[config.mk]
export PLATFORM = sky130hd
export DESIGN_NAME = pipe_hazard_ctrl
export DESIGN_NICKNAME = d
export VERILOG_FILES = /design/src/rtl/pipe_pkg.sv /design/src/rtl/fwd_sel.sv /design/src/rtl/pipe_hazard_ctrl.sv
export SDC_FILE = /design/constraint.sdc
export NUM_CORES = 1
export LEC_CHECK = 0
export BUFFER_PORTS_ARGS = -buffer_cell sky130_fd_sc_hd__clkbuf_2
export CAP_MARGIN = 20
export CORE_MARGIN = 2
export CORE_UTILIZATION = 43
export DETAILED_ROUTE_END_ITERATION = 7
export GPL_TIMING_DRIVEN = 0
export PLACE_DENSITY_LB_ADDON = 0.3
export SLEW_MARGIN = 10
export SYNTH_ARGS = -nofsm -noshare
export SYNTH_HDL_FRONTEND = slang
export SYNTH_SLANG_ARGS = --single-unit
[constraint.sdc]
create_clock -name clk -period 2.6 [get_ports clk]
set_clock_uncertainty 0.1 [all_clocks]
set_input_delay 0.13 -clock clk [delete_from_list [all_inputs] [get_ports clk]]
set_output_delay 0.13 -clock clk [all_outputs]
set_load 0.01 [all_outputs]
[src/rtl/pipe_pkg.sv]
// ----------------------------------------------------------------------------
// pipe_pkg
//   Shared definitions for the 5-stage pipeline hazard/sequencing logic.
//   - FWD_*     : encodings of the ID-stage operand mux select
//   - state_t   : hazard controller state (RUN / BUSY)
//   - REG_ZERO  : architectural zero register, never a forwarding source
// ----------------------------------------------------------------------------
package pipe_pkg;

    localparam logic [1:0] FWD_RF   = 2'b00;  // register file read data
    localparam logic [1:0] FWD_EALU = 2'b01;  // ALU result sitting in EXE
    localparam logic [1:0] FWD_MALU = 2'b10;  // ALU result sitting in MEM
    localparam logic [1:0] FWD_MMO  = 2'b11;  // load data coming out of MEM

    localparam logic [4:0] REG_ZERO = 5'd0;

    typedef enum logic {
        ST_RUN  = 1'b0,
        ST_BUSY = 1'b1
    } state_t;

endpackage : pipe_pkg

[src/rtl/fwd_sel.sv]
// ----------------------------------------------------------------------------
// fwd_sel
//   Forwarding select for one ID-stage source operand. Compares the source
//   register against the EXE and MEM destinations; the younger EXE result
//   wins over MEM. A load in EXE cannot be forwarded (its data does not
//   exist yet) and is left to the load-use stall.
//
//   Ports:
//     src     in  5  ID source register number
//     ern     in  5  EXE destination register
//     ewreg   in  1  EXE writes the register file
//     em2reg  in  1  EXE instruction is a load
//     mrn     in  5  MEM destination register
//     mwreg   in  1  MEM writes the register file
//     mm2reg  in  1  MEM instruction is a load
//     fwd     out 2  operand mux select (FWD_* encoding)
// ----------------------------------------------------------------------------
module fwd_sel
    import pipe_pkg::*;
(
    input  logic [4:0] src,
    input  logic [4:0] ern,
    input  logic       ewreg,
    input  logic       em2reg,
    input  logic [4:0] mrn,
    input  logic       mwreg,
    input  logic       mm2reg,
    output logic [1:0] fwd
);

    logic e_hit;
    logic m_hit;

    assign e_hit = ewreg && (ern != REG_ZERO) && (ern == src);
    assign m_hit = mwreg && (mrn != REG_ZERO) && (mrn == src);

    // NOTE: fwd gets its default before any branch so no path leaves it
    // unassigned; otherwise synthesis infers a latch.
    always_comb begin
        fwd = FWD_RF;
        if (e_hit && !em2reg) begin
            fwd = FWD_EALU;
        end else if (m_hit) begin
            fwd = mm2reg ? FWD_MMO : FWD_MALU;
        end
    end

endmodule : fwd_sel

[src/rtl/pipe_hazard_ctrl.sv]
// ----------------------------------------------------------------------------
// pipe_hazard_ctrl
//   Hazard and sequencing controller for the 5-stage pipeline, sitting beside
//   the decoder in ID. Produces operand forwarding selects, stalls on
//   load-use hazards, flushes IF/ID on taken branches and holds EXE while a
//   multi-cycle MDU op (MDU_LAT cycles total) occupies it.
//
//   Parameters:
//     MDU_LAT  total EXE occupancy of an MDU op, 1..7 (1 = never BUSY)
//     CNT_W    occupancy counter width, must hold MDU_LAT-1
//
//   Ports:
//     clk, clrn              clock (rising edge), async active-low reset
//     id_valid/id_rs/id_rt   ID instruction and its source registers
//     id_use_rs/id_use_rt    ID instruction actually reads rs / rt
//     id_mdu                 ID instruction is an MDU op
//     br_taken               ID branch/jump resolved taken
//     ern/ewreg/em2reg       EXE destination, write enable, is-load
//     mrn/mwreg/mm2reg       MEM destination, write enable, is-load
//     fwda/fwdb              rs / rt operand selects
//     wpcir                  PC and IF/ID write enable
//     flush_if               IF/ID loads a nop
//     ide_en / ide_nop       ID/EXE write enable / load a bubble
//     em_nop                 EXE/MEM loads a bubble
//     mdu_busy               controller is in BUSY
// ----------------------------------------------------------------------------
module pipe_hazard_ctrl
    import pipe_pkg::*;
#(
    parameter int MDU_LAT = 4,
    parameter int CNT_W   = 3
) (
    input  logic       clk,
    input  logic       clrn,
    input  logic       id_valid,
    input  logic [4:0] id_rs,
    input  logic [4:0] id_rt,
    input  logic       id_use_rs,
    input  logic       id_use_rt,
    input  logic       id_mdu,
    input  logic       br_taken,
    input  logic [4:0] ern,
    input  logic       ewreg,
    input  logic       em2reg,
    input  logic [4:0] mrn,
    input  logic       mwreg,
    input  logic       mm2reg,
    output logic [1:0] fwda,
    output logic [1:0] fwdb,
    output logic       wpcir,
    output logic       flush_if,
    output logic       ide_en,
    output logic       ide_nop,
    output logic       em_nop,
    output logic       mdu_busy
);

    // The entry edge itself is one EXE cycle, so BUSY lasts MDU_LAT-1 cycles.
    localparam bit               MDU_MULTI = (MDU_LAT > 1);
    localparam logic [CNT_W-1:0] CNT_LOAD  = CNT_W'(MDU_LAT - 1);
    localparam logic [CNT_W-1:0] CNT_ONE   = CNT_W'(1);
    localparam logic [CNT_W-1:0] CNT_ZERO  = '0;

    state_t           state;
    state_t           state_nxt;
    logic [CNT_W-1:0] cnt;
    logic [CNT_W-1:0] cnt_nxt;
    logic             lu;

    // ------------------------------------------------------------------
    // Forwarding: identical rules for both operands, valid in any state.
    // ------------------------------------------------------------------
    fwd_sel u_fwd_a (
        .src    (id_rs),
        .ern    (ern),
        .ewreg  (ewreg),
        .em2reg (em2reg),
        .mrn    (mrn),
        .mwreg  (mwreg),
        .mm2reg (mm2reg),
        .fwd    (fwda)
    );

    fwd_sel u_fwd_b (
        .src    (id_rt),
        .ern    (ern),
        .ewreg  (ewreg),
        .em2reg (em2reg),
        .mrn    (mrn),
        .mwreg  (mwreg),
        .mm2reg (mm2reg),
        .fwd    (fwdb)
    );

    // ------------------------------------------------------------------
    // Load-use: a load in EXE feeding a register the ID instruction reads.
    // Only meaningful in RUN; in BUSY the ID instruction is frozen anyway.
    // ------------------------------------------------------------------
    assign lu = (state == ST_RUN) && id_valid && ewreg && em2reg &&
                (ern != REG_ZERO) &&
                ((id_use_rs && (ern == id_rs)) || (id_use_rt && (ern == id_rt)));

    // ------------------------------------------------------------------
    // State register
    // ------------------------------------------------------------------
    // NOTE: sequential state uses non-blocking assignments so every flop
    // samples pre-edge values regardless of statement order.
    always_ff @(posedge clk or negedge clrn) begin
        if (!clrn) begin
            state <= ST_RUN;
            cnt   <= CNT_ZERO;
        end else begin
            state <= state_nxt;
            cnt   <= cnt_nxt;
        end
    end

    // ------------------------------------------------------------------
    // Next state and pipeline control outputs
    // ------------------------------------------------------------------
    always_comb begin
        state_nxt = state;
        cnt_nxt   = cnt;
        wpcir     = 1'b1;
        ide_en    = 1'b1;
        ide_nop   = 1'b0;
        em_nop    = 1'b0;
        flush_if  = 1'b0;
        mdu_busy  = 1'b0;

        unique case (state)
            ST_RUN: begin
                if (lu) begin
                    // Hold PC/IF/ID, push a bubble into EXE. The bubble
                    // still has to be written, so ide_en stays high.
                    wpcir   = 1'b0;
                    ide_nop = 1'b1;
                end else begin
                    flush_if = br_taken && id_valid;
                    if (MDU_MULTI && id_valid && id_mdu) begin
                        state_nxt = ST_BUSY;
                        cnt_nxt   = CNT_LOAD;
                    end
                end
            end

            ST_BUSY: begin
                // Freeze everything upstream of EXE and keep the unfinished
                // MDU op out of MEM.
                wpcir    = 1'b0;
                ide_en   = 1'b0;
                em_nop   = 1'b1;
                mdu_busy = 1'b1;
                if (cnt == CNT_ONE) begin
                    state_nxt = ST_RUN;
                    cnt_nxt   = CNT_ZERO;
                end else begin
                    cnt_nxt = cnt - CNT_ONE;
                end
            end

            default: begin
                state_nxt = ST_RUN;
                cnt_nxt   = CNT_ZERO;
            end
        endcase
    end

endmodule : pipe_hazard_ctrl

[Yosys cells after proc, flatten, opt, wreduce, memory -nomap -nowiden]
Cells that the tools add are included.
Word-level totals
  register bits after elaboration: 4
  input bits: 31
  output and inout port bits: 10
  word-level logic and storage cells: 54
Cells by class
  add/sub/neg operators: 1
  equal/unequal tests: 7
  multiplexer cells: 21
  bitwise gates (word level): 1
  reductions and logical operators: 22
Operators by type and width (number)
  == test 5 bit: 4
  logical AND 1 bit: 17
  2-to-1 mux 1 bit: 11
  nonzero test 5 bit: 2
  2-to-1 mux 3 bit: 3
  2-to-1 mux 2 bit: 4
  one-hot mux 3 bit (2 select lines): 1
  one-hot mux 1 bit (2 select lines): 2
  == test 3 x 1 -> 1 bit, second input constant: 1
  subtractor 3 x 1 -> 3 bit, second input constant: 1
  inequality test 2 x 1 -> 1 bit, second input constant: 1
  inequality test 2 bit, second input constant: 1
  AND reduction 2 bit: 1
  zero test 1 bit: 1
  logical OR 1 bit: 1
  NOT 1 bit: 1

[Logic depth before layout (Yosys ltp)]
Gate-level depths: netlist of the first run.
  depth after elaboration: 8
  depth in mapped cells: 6
  gate-level depth less buffers: 6

[Cells and area by module]
A second synthesis of the first run with hierarchy kept.
Second synthesis, totals
  cells, all modules: 95
  area, all modules: 760.7 um2
By module, submodules not included
  pipe_hazard_ctrl: times used 1, cells an instance 51, area each 430.4 um2, seq. area each 100.1 um2
  fwd_sel: times used 2, cells an instance 22, area each 165.2 um2, seq. area each 0.0 um2

[Least setup slack after synthesis of the first run]
Ideal clock, no wire load.
  kind: input-to-output
  start: input port ern[0]
  end: output port flush_if
  arrival time: 1.183 ns
  data required time: 2.370 ns
  path slack: 1.187 ns
  stages on the path: 3
  buffers on the path: 0
  cells stage by stage: or4_4 > o2111a_2 > a21oi_1
Between the ends
  longest elaborated chain between the ends: 6
  elaborated cells between the ends (all ways): 10
  those cells by class: eq/ne: 2; mux: 2; reduce/logical: 6
RTL lines
  start: declaration: line pipe_hazard_ctrl.sv:42  | input logic [4:0] ern,
  == test 5 bit: line pipe_hazard_ctrl.sv:101  | ((id_use_rs && (ern == id_rs)) || (id_use_rt && (ern == id_rt)));
  logical AND 1 bit: line pipe_hazard_ctrl.sv:101
  logical OR 1 bit: line pipe_hazard_ctrl.sv:101
  logical AND 1 bit (*): line pipe_hazard_ctrl.sv:100  | (ern != REG_ZERO) &&
  2-to-1 mux 1 bit (*): line pipe_hazard_ctrl.sv:133  | if (lu) begin
  2-to-1 mux 1 bit (*): line pipe_hazard_ctrl.sv:131  | unique case (state)
  end: declaration: line pipe_hazard_ctrl.sv:51  | output logic flush_if,
Mark *: on every way between the ends. The rest lies on a longest branch, timed or not.

[Worst setup path after layout of the first run]
  start: input port ern[1]
  end: output port ide_nop
Between the ends
  longest elaborated chain between the ends: 6
  elaborated cells between the ends (all ways): 10
  those cells by class: eq/ne: 2; mux: 2; reduce/logical: 6
RTL lines
  == test 5 bit: line pipe_hazard_ctrl.sv:101
  logical AND 1 bit: line pipe_hazard_ctrl.sv:101
  logical OR 1 bit: line pipe_hazard_ctrl.sv:101
  logical AND 1 bit (*): line pipe_hazard_ctrl.sv:100
  2-to-1 mux 1 bit (*): line pipe_hazard_ctrl.sv:133
  2-to-1 mux 1 bit (*): line pipe_hazard_ctrl.sv:131
  end: declaration: line pipe_hazard_ctrl.sv:53  | output logic ide_nop,
Marked as above.

==> results of run 1 <==
power breakdown:
part	switching, uW	leakage, uW	internal (uW)	total (uW)
Clock	23.7	0.0000138	51.5	75.3
Sequential	32.9	0.0000471	92.4	125
Combinational	143	0.000369	139	282
state kept, by name, indices dropped and copies added, names as in the netlist:
name and flops:
cnt 3, state 1
layout by cell type (no fill, tap or decap), drive strengths merged, types with 2 or more instances in the layout:
master / Yosys / layout
or4: 2 / 2
a21o: 2 / 2
a21oi: 2 / 2
a31oi: 2 / 2
xor2: 6 / 6
nor3: 2 / 2
clkbuf: 0 / 43
nor4: 2 / 2
ha: 2 / 2
dfrtp: 4 / 4
nor2b: 4 / 4
nand3: 2 / 2
nand2: 4 / 4
inv: 6 / 6
nand4: 2 / 2
xnor2: 14 / 14
o21ai: 4 / 4
nor2: 3 / 3
path summary, 6_finish.rpt:
check                           startpoint       to  slack (ns)  depth (start not counted)
worst max-delay path                ern[1]  ide_nop        0.92                          6
worst min-delay path                  clrn   cnt[0]        0.14                          2
worst max register to register      cnt[0]   cnt[2]        1.28                          5
worst min register to register      cnt[1]   cnt[1]        0.48                          2
max in group asynchronous             clrn    state        2.15                          2
min in group clk                    id_mdu    state        0.16                          4
logic make-up after synthesis:
kind of cell,synth area share [%]
DFF,17.1
buffers and inverters,5.12
AOI/OAI and AO/OA,20.0
muxes,1.71
and+or+nand+nor,22.0
xor gates and xnor gates,29.9
adders and majority gates,4.26
metal layers:
layer / up-vias / GRT usage, % / wire length [um]
met2: 31 / 35.9 / 736
met4: 0 / 10.0 / 8
li1: 350 / - / -
met1: 294 / 24.9 / 582
met3: 2 / 1.63 / 104
met5: - / 0 / 0
worst register-to-register path: stages (launching register included):
cell     delay (ns)
dfrtp_1        0.39
inv_1          0.09
ha_1           0.16
mux2i_1        0.18
o22ai_1        0.10
a31o_1         0.19
what timing repair did:
action	in CTS	in global routing
hold buffers	1	0
setup endpoints to repair	0	0
hold endpoints to repair	4	0
area by class of cell:
cell class                 instances  area [um2]  area share, %
multi-input combinational         62         457           54.5
timing repair buffer              41         210           25.1
sequential                         4         100           11.9
clock buffer                       3        22.5           2.69
inverter                           6        22.5           2.69
tap                               15        18.8           2.24
buffer                             1        7.51          0.896
through the flow:
step	setup slack [ns]	hold WS (ns)
2_1_floorplan	1.19	-0.266
3_3_place_gp	0.945	-0.164
3_5_place_dp	0.907	-0.163
4_1_cts	0.906	0.137
5_1_grt	0.771	0.168
6_report	0.916	0.136
==> results by group, run 1 <==
Synth
  • Syn Std Cell Area: 587 um2
  • Synth top cells by count: 14 x xnor2_1, 6 x inv_1, 6 x xor2_1
  • Mapped Nets: about 110
  • Number of synthesized flops with an enable pin: 0
  • Synthesized area per cell: 8.04 um2
  • Yosys top cell by area: xnor2_1
  • Post-Syn Instances: 73
  • Top FF cell, synth: dfrtp_1
  • Seq/Total Area, Yosys: 17.1%
  • Yosys top cell area share: 20.9%
  • Area contributors post-synth: xnor2_1 21%, dfrtp_1 17%, xor2_1 9.0%, ha_1 4.3%, nor2b_1 4.3%
  • Async SR Flop Fraction: 100%
  • Synth cell types: 28
  • Most instantiated library cell after synthesis: xnor2_1
  • Yosys warning count: 0
  • #FFs+latches synth: 4

Finish
  • Nets: 152
  • Fin cells: about 130
  • Layout area overhead: 42.9%
  • N_diodes: 0
  • Filler Cells Inserted: approximately 120
  • Final core occ: between 60% and 70%
  • Layout cells sized above 1: 41.0%
  • Final instance area: between 800 and 900 um2

Critical path
  • CP max-delay cell: o32ai_2
  • WP data arrival: 1.45 ns
  • Slowest stage delay, CP: around 0.51 ns
  • Critical Path RT: 2.37 ns
  • Endpoint class of the critical path: output port
  • Top Family by Delay on Critical Path: compound AO/OA/AOI/OAI gates
  • Number of buffers and inverters on the critical path: 2
  • CP cell instances: clkbuf_2 -> xnor2_1 -> nand4_1 -> o32ai_2 -> and2_2 -> clkbuf_2
  • CP most frequent cell: clkbuf_2
  • CP max FO: 7
  • WS Path Type: input pin to output port
  • Crit start category: input pin

STA
  • Normalized max-slew margin: ~67%
  • Final min period: between 1.5 and 2 ns
  • Maximum operating frequency: between 500 and 600 MHz
  • Final setup violation count: 0
  • Slew @ Worst Pin: about 0.5 ns
  • RSZ-0062 raised after global routing: no
  • Final Hold Fails: 0
  • Fin Setup TNS: 0 ns
  • Period Utilization, post-route: between 60 and 70%
  • Slew Limit Fails: 0

GRT
  • Global Route Usage Sum: between 20% and 30%
  • Largest net degree at the start of global routing: 9
  • Vias in the first global route: 609
  • Gr ovfl total: 0
  • Initial antenna violation count: 0
  • First-pass GRT wire length: between 2 and 2.5 mm

Clocking
  • H-Tree Depth: 1
  • Clock transition at path regs: 0.04 ns
  • CTS tree: yes
  • Maximum clock insertion buffer count: 2
  • CTS sink count: 4
  • Post-CTS setup buffer count: 0
  • Resize count post-CTS: 0
  • Clock root buffer: clkbuf_4
  • Worst skew pair latency: 0.23 ns
  • Number of CTS-inserted buffers: 3

Route
  • Routed WL: around 1.4 mm
  • Routed vias/inst: 5.13
  • Vias: slightly below 700
  • Final antenna-violating net count: 0
  • Post-route DRC: 0
  • 1st-pass router iterations: 4
  • DRT iter0 DRCs: 15
  • WL/cell: 10.8 um

Placement
  • Dpl cells: 128
  • IO Port Bufs: 40
  • Routability cong.: approximately 0.78
  • Area after DPL: slightly above 800 um2
  • DP HPWL: around 1.3 mm

Outcome
  • Status: complete, no violations

Power
  • PwrDens: approximately 580 nW/um2
  • Max VDD drop: 0.361 mV
  • Leakage: 0.000430 uW
  • Pwr Total: approximately 480 uW

Die
  • Row count: 13
  • Die area: around 1700 um2
  • Initial Util: between 40% and 50%
  • Total I/O pin count: 41
  • Core area: 1280 um2
  • Die height: between 40 and 50 um
  • Die Wd: between 40 and 50 um

Flow run
  • Max_cap viols: 0

Min path
  • HP Class: input pin to asynchronous set/reset pin
No activity file was read; power rests on OpenSTA's default activity.
==> run 2: changes to the inputs <==
--- a/config.mk
+++ b/config.mk
@@ -8,7 +8,7 @@
 export BUFFER_PORTS_ARGS = -buffer_cell sky130_fd_sc_hd__clkbuf_2
 export CAP_MARGIN = 20
 export CORE_MARGIN = 2
-export CORE_UTILIZATION = 43
+export CORE_UTILIZATION = 40
 export DETAILED_ROUTE_END_ITERATION = 7
 export GPL_TIMING_DRIVEN = 0
 export PLACE_DENSITY_LB_ADDON = 0.3
==> constraint.sdc (replaced) <==
create_clock -name clk -period 1.7 [get_ports clk]
set_clock_uncertainty 0.1 [all_clocks]
set_input_delay 0.085 -clock clk [delete_from_list [all_inputs] [get_ports clk]]
set_output_delay 0.085 -clock clk [all_outputs]
set_load 0.01 [all_outputs]
==> run 2 against run 1 <==
Sequential power rose by 54%. Non-clock buffer count did not move. Register-to-register slack got worse by 0.91 ns. Critical path depth fell by 2. Die area rose by 6.8%. Via count fell by 1.9%. Worst hold slack got worse by 0.048 ns. Clock power rose by 58%. Critical endpoint unchanged. Largest cell class unchanged. Highest routed layer unchanged.
==> results by group, run 2 (synthesis results as in run 1) <==
Finish
  • Nets: roughly 150
  • Layout area overhead: 43.3%
  • N_diodes: 0
  • Top reg by flops: cnt
  • Sequential Area: 100 um2
  • Commonest non-fill, non-tap cell in the layout: clkbuf_2
  • Layout cells sized above 1: 41.9%
  • Max FFs per register: 3
  • Multi-input combinational cell area: 459 um2
  • Most frequent cells in the layout: 40 x clkbuf_2, 14 x xnor2_1, 6 x inv_1, 6 x xor2_1
  • Final core occ: 63.0%
  • Largest registers: cnt: 3 flops, state: 1 flops
  • Filler Cells Inserted: between 100 and 150

Placement
  • DP HPWL: ~1.3 mm
  • Setup slack at placement: 0.117 ns
  • Routability cong.: 0.904
  • IO Port Bufs: 40

Critical path
  • Endpoint class of the critical path: output port
  • WS Path Type: flip-flop to output port
  • Crit start category: flip-flop
  • Crit path from: state
  • FF-to-FF Start: cnt[0]
  • Worst reg-to-reg setup slack: 0.37 ns
  • R2R Path End: cnt[2]
  • Critical Path RT: approximately 1.5 ns
  • WP data arrival: 1.42 ns
  • Worst reg-to-reg path cell count: 5
  • CP max FO: 8

Power
  • Total internal power: 435 uW
  • Leakage: between 0.0004 and 0.0005 uW
  • Net Sw Frac: 41.9%
  • Clock share of power: between 10% and 20%
  • Seq pwr share: 25.8%
  • Max VDD drop: around 0.77 mV
  • PwrDens: slightly below 900 nW/um2
  • Comb pwr share: between 50% and 60%
  • Psw: between 300 and 400 uW

Clocking
  • Worst skew pair latency: ~0.24 ns
  • Clock root buffer: clkbuf_4
  • CTS tree: yes
  • H-Tree Depth: 1
  • Number of CTS-inserted buffers: 3
  • CTS sink count: 4
  • Post-CTS setup buffer count: 0
  • Clock transition at path regs: 0.04 ns
  • Maximum clock insertion buffer count: 2

GRT
  • First-pass GRT wire length: roughly 2.6 mm
  • Largest net degree at the start of global routing: 9
  • Gr ovfl total: 0
  • Initial antenna violation count: 0
  • Vias in the first global route: between 600 and 700
  • Global Route Usage Sum: a little under a fifth

Route
  • Routed WL: ~1.5 mm
  • Routed vias/inst: ~5.0
  • 1st-pass router iterations: 7
  • WL/cell: approximately 11 um
  • DRT iter0 DRCs: 10
  • Final antenna-violating net count: 0
  • Vias: between 600 and 700
  • Post-route DRC: 0

Die
  • Die height: 42.3 um
  • Core area: between 1000 and 1500 um2
  • Die Wd: around 42 um
  • Die area: roughly 1800 um2
  • Row count: 13
  • Total I/O pin count: 41
  • Initial Util: a little over two fifths

STA
  • Fin Setup TNS: 0 ns
  • Final setup violation count: 0
  • Period Utilization, post-route: a little over nine tenths
  • Slew @ Worst Pin: roughly 0.49 ns
  • Final worst setup slack: 0.0943 ns
  • Maximum operating frequency: slightly above 600 MHz
  • RSZ-0062 raised after global routing: no
  • Slew Limit Fails: 0
  • Final Hold Fails: 0
  • Final min period: 1.61 ns
  • Hold_ws: approximately 0.09 ns
  • Normalized max-slew margin: 67.2%

Min path
  • HP Class: input pin to asynchronous set/reset pin

Outcome
  • Status: complete, no violations

Flow run
  • Max_cap viols: 0
-- run 2: cell counts in the layout (fill, tap and decap cells not counted) --
Identical to the previous run, type by type.
-- run 2: stage by stage --
stage | instance area [um2] | power (uW) | instances
3_5_place_dp | 806 | 624 | 128
4_1_cts | 838 | 751 | 132
3_3_place_gp | 806 | 612 | 128
5_1_grt | 841 | 833 | 132
6_report | 841 | 749 | 132
2_1_floorplan | 587 | 467 | 73
-- run 2: repair_timing --
| item | in CTS | in global routing |
|---|---|---|
| setup endpoints to repair | 0 | 3 |
| hold buffers | 1 | 0 |
| gates resized for setup | 0 | 1 |
| endpoints found under the hold margin | 4 | 0 |
-- run 2: layout make-up --
type                            instances  share of cell area (%)
Buffer                                  1                   0.893
Clock buffer                            3                    2.68
Multi-Input combinational cell         62                    54.6
Inverter                                6                    2.68
Tap cell                               15                    2.23
Sequential cell                         4                    11.9
Timing Repair Buffer                   41                    25.0
-- run 2: worst max-delay path by stage --
| stage | end | slack [ns] | cells past startpoint |
|---|---|---|---|
| finish | ide_nop | 0.09 | 4 |
| detailed placement | fwdb[0] | 0.12 | 6 |
| floorplan | cnt[2] | 0.38 | 3 |
| global placement | fwdb[0] | 0.14 | 6 |
| global route | ide_nop | 0.00005 | 4 |
| CTS | ide_nop | 0.02 | 4 |
-- run 2: critical path, stage by stage (launching register included) --
cell and delay (ns):
dfrtp_1 0.45, nor2b_2 0.18, o2111a_2 0.28, and2_2 0.15
clkbuf_2 0.12
-- run 2: layer usage --
layer	wire [um]	global-route usage, %	vias up
met2	704	30.2	25
met5	0	0	-
met3	109	3.88	2
li1	-	-	351
met4	8	5.63	0
met1	676	24.3	286
-- run 2: power by group through the flow --
stage	sequential [uW]	clock, uW	combinational, uW
2_1_floorplan	187	0	279
3_3_place_gp	193	0	419
3_5_place_dp	192	0	432
4_1_cts	191	123	437
5_1_grt	204	131	499
6_report	193	119	436
==> run 3: changes to the inputs <==
--- a/config.mk
+++ b/config.mk
@@ -8,11 +8,12 @@
 export BUFFER_PORTS_ARGS = -buffer_cell sky130_fd_sc_hd__clkbuf_2
 export CAP_MARGIN = 20
 export CORE_MARGIN = 2
-export CORE_UTILIZATION = 40
+export CORE_UTILIZATION = 44
 export DETAILED_ROUTE_END_ITERATION = 7
 export GPL_TIMING_DRIVEN = 0
 export PLACE_DENSITY_LB_ADDON = 0.3
 export SLEW_MARGIN = 10
 export SYNTH_ARGS = -nofsm -noshare
 export SYNTH_HDL_FRONTEND = slang
+export SYNTH_HIERARCHICAL = 1
 export SYNTH_SLANG_ARGS = --single-unit
==> run 3 against run 2 <==
Area after synthesis rose by 30%. Synthesized cell count rose by 30%. Combinational power rose by 8.5%. Count of clock-buffer cells in the layout did not move. Worst hold slack got worse by 0.0065 ns. Power rose by 7.6%. Critical path depth did not move. Clock power rose by 3%. Largest cell class unchanged. Largest power group unchanged.
==> results by group, run 3 <==
Outcome
  • Status: complete, no violations

Synth
  • Synthesized area per cell: 8.01 um2
  • Mapped Nets: 128
  • Seq/Total Area, Yosys: between 10% and 20%
  • Synth top cells by count: 18 x xnor2_1, 8 x inv_1, 8 x xor2_1, 6 x nand2_1, 6 x nor4_1
  • #FFs+latches synth: 4
  • Yosys top cell area share: 20.7%
  • Syn Std Cell Area: about 760 um2
  • Area contributors post-synth: xnor2_1 21%, dfrtp_1 13%, xor2_1 9.2%, nor4_1 4.9%, inv_1 3.9%
  • Yosys warning count: 6
  • Most instantiated library cell after synthesis: xnor2_1
  • Yosys top cell by area: xnor2_1
  • Number of synthesized flops with an enable pin: 0
  • Post-Syn Instances: 95
  • Synth cell types: 33
  • Async SR Flop Fraction: between 90% and 100%
  • Top FF cell, synth: dfrtp_1

Clocking
  • Clock root buffer: clkbuf_4
  • Number of CTS-inserted buffers: 3
  • H-Tree Depth: 1
  • Maximum clock insertion buffer count: 2
  • Clock transition at path regs: approximately 0.040 ns
  • Worst skew pair latency: between 0.2 and 0.25 ns
  • Post-CTS setup buffer count: 0
  • CTS tree: yes
  • CTS sink count: 4

Die
  • Initial Util: between 40% and 50%
  • Die Wd: ~46 um
  • Row count: 15
  • Core area: 1670 um2
  • Total I/O pin count: 41
  • Die height: roughly 46 um
  • Die area: a little over 2000 um2

Route
  • Routed WL: 1.85 mm
  • Post-route DRC: 0
  • Routed vias/inst: 5.29
  • 1st-pass router iterations: 4
  • Final antenna-violating net count: 0
  • WL/cell: between 10 and 15 um
  • DRT iter0 DRCs: 12
  • Vias: between 800 and 900

Finish
  • Layout area overhead: 33.4%
  • Fin cells: roughly 160
  • Largest registers: cnt: 3 flops, state: 1 flops
  • N_diodes: 0
  • Sequential Area: 101 um2
  • Max FFs per register: 3
  • Most frequent cells in the layout: 40 x clkbuf_2, 18 x xnor2_1, 8 x inv_1, 8 x xor2_1
  • Filler Cells Inserted: 170
  • Nets: about 170
  • Multi-input combinational cell area: 622 um2
  • Layout cells sized above 1: about 40%
  • Commonest non-fill, non-tap cell in the layout: clkbuf_2
  • Top reg by flops: cnt

Flow run
  • Max_cap viols: 0

STA
  • Final min period: roughly 1.6 ns
  • Final Hold Fails: 0
  • Period Utilization, post-route: a little over nine tenths
  • Maximum operating frequency: ~620 MHz
  • Normalized max-slew margin: approximately three quarters
  • RSZ-0062 raised after global routing: no
  • Fin Setup TNS: 0 ns
  • Slew @ Worst Pin: around 0.39 ns
  • Slew Limit Fails: 0
  • Final setup violation count: 0

Critical path
  • Worst reg-to-reg path cell count: 6
  • R2R Path End: cnt[2]
  • CP max-delay cell: dfrtp_2
  • Critical Path RT: ~1.5 ns
  • Top Family by Delay on Critical Path: flip-flops
  • Worst reg-to-reg setup slack: around 0.26 ns
  • CP cell instances: nor2b_2 -> o2111a_2 -> and2_1 -> clkbuf_2
  • Crit start category: flip-flop
  • WP data arrival: roughly 1.4 ns
  • FF-to-FF Start: cnt[0]
  • Number of buffers and inverters on the critical path: 1
  • Endpoint class of the critical path: output port
  • Slowest stage delay, CP: 0.47 ns
  • WS Path Type: flip-flop to output port
  • CP max FO: 11

Placement
  • Dpl cells: 152
  • DP HPWL: about 1.6 mm
  • IO Port Bufs: 40
  • Routability cong.: ~0.76

Power
  • PwrDens: just under 800 nW/um2
  • Leakage: around 0.00048 uW
  • Max VDD drop: 0.479 mV

GRT
  • Global Route Usage Sum: between 10% and 20%
  • First-pass GRT wire length: ~3.0 mm
  • Initial antenna violation count: 0
  • Vias in the first global route: just over 700
  • Largest net degree at the start of global routing: 12
  • Gr ovfl total: 0

Min path
  • HP Class: input pin to asynchronous set/reset pin
[run 3: worst reg2reg max path, stage by stage, from the launching register on]
cell and delay [ns]:
dfrtp_1 0.40, inv_1 0.06, ha_1 0.21, nor3b_1 0.13, o21ai_0 0.14, o21ai_0 0.09
a31o_1 0.18
[run 3: power by group]
part	leakage [uW]	switching, uW	internal, uW
registers	0.0000459	64.9	145
clock network	0.0000138	43.8	79.3
logic	0.000416	235	238
total	0.000476	344	462
[run 3: logic make-up after synthesis]
group,count (synthesis),synth area share (%)
flip-flops,4,13.2
adder cells (fa/ha/maj),2,3.29
AND/OR/NAND/NOR,33,28.6
AO/OA/AOI/OAI,20,19.6
buffers and inverters,10,5.43
XOR/XNOR,26,29.9
[run 3: how the worst max path moves through the flow]
stage	startpoint	end	slack, ns	depth (start not counted)
after global placement	ern[1]	wpcir	0.14	5
after global routing	ern[1]	wpcir	0.03	5
after floorplan	state	cnt[0]	0.24	5
after detailed placement	state	cnt[0]	0.11	5
final	state	ide_nop	0.09	4
after CTS	state	ide_nop	0.05	4
[run 3: repair_timing]
item / 4_1_cts / 5_1_grt
pin swaps: 0 / 0
endpoints found under the hold margin: 4 / 0
gates resized for setup: 1 / 1
hold buffers: 1 / 0
endpoints found under the setup margin: 3 / 3
cloned: 0 / 0
[run 3: routing by layer]
layer / routed length [um] / share of wire [%] / up-vias / global-route usage (%)
met5: 0 / 0 / - / 0
met4: 10 / 0.54 / 0 / 5.29
met3: 109 / 5.9 / 2 / 4.76
met2: 859 / 46 / 26 / 28.5
met1: 872 / 47 / 360 / 28.3
li1: - / - / 432 / -
[run 3: stage by stage]
stage	worst slack, ns	hold WS [ns]	cell area, um2	util, %	total power [uW]
5_1_grt	0.0267	0.0916	1010	60.7	884
6_report	0.0947	0.0817	1010	60.7	806
3_3_place_gp	0.138	-0.202	982	58.8	667
3_5_place_dp	0.106	-0.202	982	58.8	683
4_1_cts	0.0454	0.0821	1010	60.7	811
2_1_floorplan	0.241	-0.311	761	-	515
[run 3: area by class of cell]
class	count	area share (%)
multi-input cells	81	61.3
repair buffers	41	20.7
flip-flops and latches	4	9.99
inverters	8	2.96
clock buffers	3	2.22
well taps	17	2.10
plain buffers	1	0.740
